--- src/rtl/inverse_sequencer.sv ---
// inverse_sequencer: control FSM that drives an external 4-bit x/y datapath
// so that y ends up holding the additive inverse (mod 16) of imm.
// Ports: clk, reset (async, active-low), start, zero (x+y==0 flag) in;
//        op_sel, en_x, en_y, y_sel (datapath controls), busy, done,
//        error (timeout, valid with done), steps (y increments) out.
// Optional build macro: INV_TIMEOUT_EN adds a 15-increment timeout.
module inverse_sequencer (
    input  logic       clk,
    input  logic       reset,
    input  logic       start,
    input  logic       zero,
    output logic [1:0] op_sel,
    output logic       en_x,
    output logic       en_y,
    output logic       y_sel,
    output logic       busy,
    output logic       done,
    output logic       error,
    output logic [3:0] steps
);

    typedef enum logic [2:0] {
        IDLE,
        LOAD_X,
        CLR_Y,
        CHECK,
        INC_Y,
        DONE
    } state_t;

    state_t     state_q, state_d;
    logic [3:0] steps_q, steps_d;

`ifdef INV_TIMEOUT_EN
    // Set only on the CHECK->DONE timeout transition, so it is high
    // exactly during the DONE cycle of a timed-out operation.
    logic timeout_q, timeout_d;
`endif

    always_ff @(posedge clk or negedge reset) begin
        if (!reset) begin
            state_q <= IDLE;
            steps_q <= 4'd0;
        end else begin
            state_q <= state_d;
            steps_q <= steps_d;
        end
    end

`ifdef INV_TIMEOUT_EN
    always_ff @(posedge clk or negedge reset) begin
        if (!reset) begin
            timeout_q <= 1'b0;
        end else begin
            timeout_q <= timeout_d;
        end
    end
`endif

    always_comb begin
        state_d = state_q;
        steps_d = steps_q;
        op_sel  = 2'b00;
        en_x    = 1'b0;
        en_y    = 1'b0;
        y_sel   = 1'b0;
        busy    = 1'b1;
        done    = 1'b0;
`ifdef INV_TIMEOUT_EN
        timeout_d = 1'b0;
`endif
        unique case (state_q)
            IDLE: begin
                busy = 1'b0;
                if (start) begin
                    state_d = LOAD_X;
                    steps_d = 4'd0;
                end
            end
            LOAD_X: begin
                en_x    = 1'b1;
                state_d = CLR_Y;
            end
            CLR_Y: begin
                y_sel   = 1'b1;
                en_y    = 1'b1;
                state_d = CHECK;
            end
            CHECK: begin
                if (zero) begin
                    state_d = DONE;
`ifdef INV_TIMEOUT_EN
                end else if (steps_q == 4'd15) begin
                    state_d   = DONE;
                    timeout_d = 1'b1;
`endif
                end else begin
                    state_d = INC_Y;
                end
            end
            INC_Y: begin
                op_sel  = 2'b01;
                en_y    = 1'b1;
                steps_d = steps_q + 4'd1;
                state_d = CHECK;
            end
            DONE: begin
                done    = 1'b1;
                state_d = IDLE;
            end
            default: begin
                state_d = IDLE;
            end
        endcase
    end

`ifdef INV_TIMEOUT_EN
    assign error = timeout_q;
`else
    assign error = 1'b0;
`endif

    assign steps = steps_q;

endmodule
--- config.mk ---
export PLATFORM = sky130hd
export DESIGN_NAME = inverse_sequencer
export DESIGN_NICKNAME = d
export VERILOG_FILES = /design/src/rtl/inverse_sequencer.sv
export SDC_FILE = /design/constraint.sdc
export NUM_CORES = 1
export LEC_CHECK = 0
export BUFFER_PORTS_ARGS = -buffer_cell sky130_fd_sc_hd__buf_2
export CAP_MARGIN = 20
export CELL_PAD_IN_SITES_DETAIL_PLACEMENT = 0
export CELL_PAD_IN_SITES_GLOBAL_PLACEMENT = 2
export CORE_MARGIN = 5
export CORE_UTILIZATION = 27
export DETAILED_ROUTE_END_ITERATION = 10
export HOLD_SLACK_MARGIN = 0.03
export PLACE_DENSITY = 0.86
export SLEW_MARGIN = 10
export SYNTH_ARGS = -nofsm -noshare
export SYNTH_HDL_FRONTEND = slang
export SYNTH_SLANG_ARGS = --single-unit
--- constraint.sdc ---
create_clock -name clk -period 2.6 [get_ports clk]
set_input_delay 0.39 -clock clk [delete_from_list [all_inputs] [get_ports clk]]
set_output_delay 0.39 -clock clk [all_outputs]
set_load 0.02 [all_outputs]
Word level (Yosys, flattened, before mapping)
Cells that the tools add are included.

Add/subtract/negate cells: 1. Multiply operators: 0. Divide/modulo/power cells: 0. Magnitude comparators: 0. Equality and inequality tests: 6. Shifts and indexed selects: 0. Muxes and demuxes: 11. Bitwise operators: 0. Reductions and logical operators: 4.

Operators with widths (number): 3-bit case mux with 4 select lines (1); 4-bit case mux with 2 select lines (1); 1-bit two-way mux (7); 3-bit by 2-bit == test with 1-bit output, second input constant (2); 3-bit == test, second input constant (2); 4-bit by 1-bit adder with 4-bit output, second input constant (1); 4-bit two-way mux (1); 3-bit by 1-bit == test with 1-bit output, second input constant (1); 3-bit logical NOT (1); 3-bit two-way mux (1); 2-bit inequality test, second input constant (1); 2-bit AND reduction (1); 2-bit nonzero test (1); 2-bit OR reduction (1).

Bits in registers: 7. Latch bits: 0. Memory bits (writable): 0. ROM bits: 0. Input port bits: 4. Output and inout bits: 12. Word-level logic and storage cells: 24. Memories: 0.

Logic depth before layout (Yosys ltp)
Word-level depth: 3. Depth in mapped cells: 4. Mapped depth without buffers: 4.

Least setup slack after synthesis
OpenSTA, ideal clock, no wires.

Kind: reg2out. Start: reg state_q[2]. End: out en_x. Data arrival time: 1.124 ns. Required time: 2.210 ns. Slack: 1.086 ns. Cell stages (with the launch flop): 3. Path through: dfrtp_1 -> clkbuf_1 -> nor3b_1.

Word-level cells in the longest chain between the ends: 2.

RTL lines: from (decl) (RTL line 31) `state_t state_q, state_d;`; from (signal assigned) (RTL line 45) `state_q <= state_d;`; 3-bit by 1-bit == test with 1-bit output (RTL line 72) `unique case (state_q)`; 1-bit two-way mux (RTL line 72); to (decl) (RTL line 13) `output logic en_x,`.

Every way passes these cells.

Worst setup path after layout
Start: reg state_q[1]. End: out busy.

Word-level cells in the longest chain between the ends: 2.

RTL lines: 3-bit logical NOT (RTL line 72); 1-bit two-way mux (RTL line 72); to (decl) (RTL line 16) `output logic busy,`.

Every way passes these cells.

==> results.json <==
{
  "synthCells": 38,
  "n_antenna_cell": 0,
  "wl_met2_um": 359,
  "ctsHtreeMaxLevel": 1,
  "grt_max_degree": 13,
  "ir_worst_vdd_mv": 0.697,
  "seqPwrFrac": 0.376,
  "multi_input_area_um2": 188,
  "overflow": 0,
  "synth_warnings": 0,
  "clkTransAtPathRegs_ns": 0.05,
  "postCtsSetupBuffers": 0,
  "syn_to_final_growth_pct": 22.3,
  "postRouteAntennaNets": 0,
  "die_w_um": 48.4,
  "synth_seq_cells": 7,
  "dieHeight_um": 48.4,
  "dieArea_um2": 2340,
  "clk-insertion-delay-late_ns": 0.25,
  "final_nets": 58,
  "status": "finished clean",
  "rsz0062_at_grt": "false",
  "first_pass_iters": 3,
  "cts_made_buffers": 3,
  "core_um2": 1350,
  "worstPathRequired_ns": 2.21,
  "worstPathMaxFanout": 12,
  "final_layout_size_suffix_gt1_frac": 0.423,
  "grt_pass1_vias": 327,
  "hold_path.class": "input pin to flip-flop",
  "routed-wl-met3_um": 39,
  "grt_pass1_wl_mm": 1.47,
  "cts_hold_buffers": 1,
  "synth_top_area_cell": "dfrtp_1",
  "seq_area_frac_synth": 0.440,
  "p_leak_nw": 0.252,
  "viasPerCell": 4.78,
  "drtIter0Drc": 2,
  "synthTopCellsByCount": "dfrtp_1, a22o_1",
  "regArea_um2": 175,
  "n_fill_cell": 148,
  "finalSetupViolCount": 0,
  "syn_area_um2": 398,
  "swShare": 0.450,
  "num_rows": 13,
  "powerDensity_nw_per_um2": 1220,
  "worstPathArrival_ns": 1.38,
  "slew_violations": 0,
  "dr.max_layer_used": "met4",
  "hold_ws_ns": 0.408,
  "post-route-min-period_ns": 1.77,
  "combPwrFrac": 0.455,
  "cts_sinks": 7,
  "cp-end-kind": "output pin",
  "start_kind": "flip-flop",
  "synth-main-ff-cell": "dfrtp_1",
  "wl_met1_um": 407,
  "avgSynthCellArea_um2": 10.5,
  "finalWirelength_um": 825,
  "crit_type": "flip-flop to output pin",
  "postSynth.asyncResetShare": 1.00,
  "cts-root-buf": "clkbuf_4",
  "antenna_found_initial": 0,
  "post_drt_wl_per_cell_um": 12.3,
  "netlist_top_cells_area": "dfrtp_1, a22o_1, mux2_2, and3b_2, buf_4",
  "intPower_mw": 0.326,
  "synth_enable_flop_cells": 0,
  "slew_headroom": 0.670,
  "yosysMostFrequentCell": "dfrtp_1",
  "ctsResizeCount": 0,
  "layout.cells.non_filler": 67,
  "grt_usage": 0.0809,
  "p_switching_mw": 0.267,
  "ios": 16,
  "drv_cap": 0,
  "vias": 320,
  "cts_tree": "done",
  "io_buffers": 13,
  "clock.fmax_mhz": 564,
  "ys_types": 24,
  "clk_path_buf_depth": 2,
  "dp.cells": 62,
  "place_hpwl_um": 584,
  "worstMarginPinSlew_ns": 0.489,
  "yosys.area.top_type_share": 0.440,
  "fin_crit_sh": 0.682,
  "hold_viol": 0,
  "pwr-share-clk": 0.169,
  "gp_congestion": 0.702,
  "finClkSkew_ns": 0.000592,
  "setup_tns_ns": 0,
  "start_util": 0.295,
  "drc": 0
}
area by class of cell:
cell class,count,area share
multi-input combinational,26,0.386
tap,15,0.0386
clock buffer,4,0.0540
inverter,1,0.00771
sequential,7,0.360
timing repair buffer,14,0.154
power by group through the flow:
stage                     clock network, mW  registers (mW)  logic [mW]
after global routing                  0.114           0.234       0.297
after global placement                    0           0.219       0.270
final                                 0.100           0.223       0.269
after floorplan                           0           0.186       0.246
after CTS                             0.107           0.220       0.274
after detailed placement                  0           0.222       0.270
cell usage in the layout, fill, tap and decap left out, types with 2 or more instances in the layout:
cell type | Yosys | layout
dfrtp_1 | 7 | 7
buf_2 | 1 | 13
nor3b_1 | 2 | 2
and3b_2 | 2 | 2
a22o_1 | 3 | 3
clkbuf_4 | 0 | 3
mux2_2 | 2 | 2
nor3_1 | 2 | 2
nor2_1 | 2 | 2
conb_1 | 1 | 2
sequential cells by signal, indices dropped and copies added (netlist names):
| register | count |
|---|---|
| steps | 4 |
| state_q | 3 |
cells by family (layout without fill, tap and decap cells):
| logic type | count (synthesis) | after routing | synth area share |
|---|---|---|---|
| xor+xnor | 1 | 1 | 0.0220 |
| compound gates | 6 | 6 | 0.113 |
| other cells | 1 | 2 | 0.00942 |
| fa+ha+maj | 1 | 1 | 0.0314 |
| flops | 7 | 7 | 0.440 |
| mux | 2 | 2 | 0.0566 |
| simple gates | 14 | 14 | 0.230 |
| buf+inv | 6 | 19 | 0.0974 |
worst max-delay path, stage by stage, from the launching register on:
cell     delay, ns
dfrtp_1       0.49
or3_2         0.48
buf_2         0.17
routing by layer:
metal	global-route usage	up-vias
met2	0.0957	9
met1	0.110	152
met4	0.0829	0
li1	-	157
met5	0	-
met3	0.0214	2
final timing paths:
check | from | to | slack [ns] | cells after the start
max in group asynchronous | reset | state_q[1]$_DFFE_PN0P_ | 1.95 | 2
min | zero | state_q[0]$_DFFE_PN0P_ | 0.41 | 3
min reg2reg | steps[3]$_DFFE_PN0P_ | steps[3]$_DFFE_PN0P_ | 0.56 | 1
max reg2reg | state_q[1]$_DFFE_PN0P_ | steps[2]$_DFFE_PN0P_ | 1.31 | 3
max | state_q[1]$_DFFE_PN0P_ | busy | 0.83 | 2
min in group asynchronous | reset | state_q[0]$_DFFE_PN0P_ | 0.50 | 2
metrics by stage:
stage | power (mW) | setup WS [ns] | cell area, um2 | utilization
after floorplan | 0.432 | 1.09 | 402 | -
after global placement | 0.488 | 1.11 | 450 | 0.334
after detailed placement | 0.492 | 1.10 | 450 | 0.334
after CTS | 0.601 | 0.820 | 487 | 0.361
after global routing | 0.645 | 0.765 | 487 | 0.361
final | 0.592 | 0.826 | 487 | 0.361
Power figures use the tool's default switching activity.
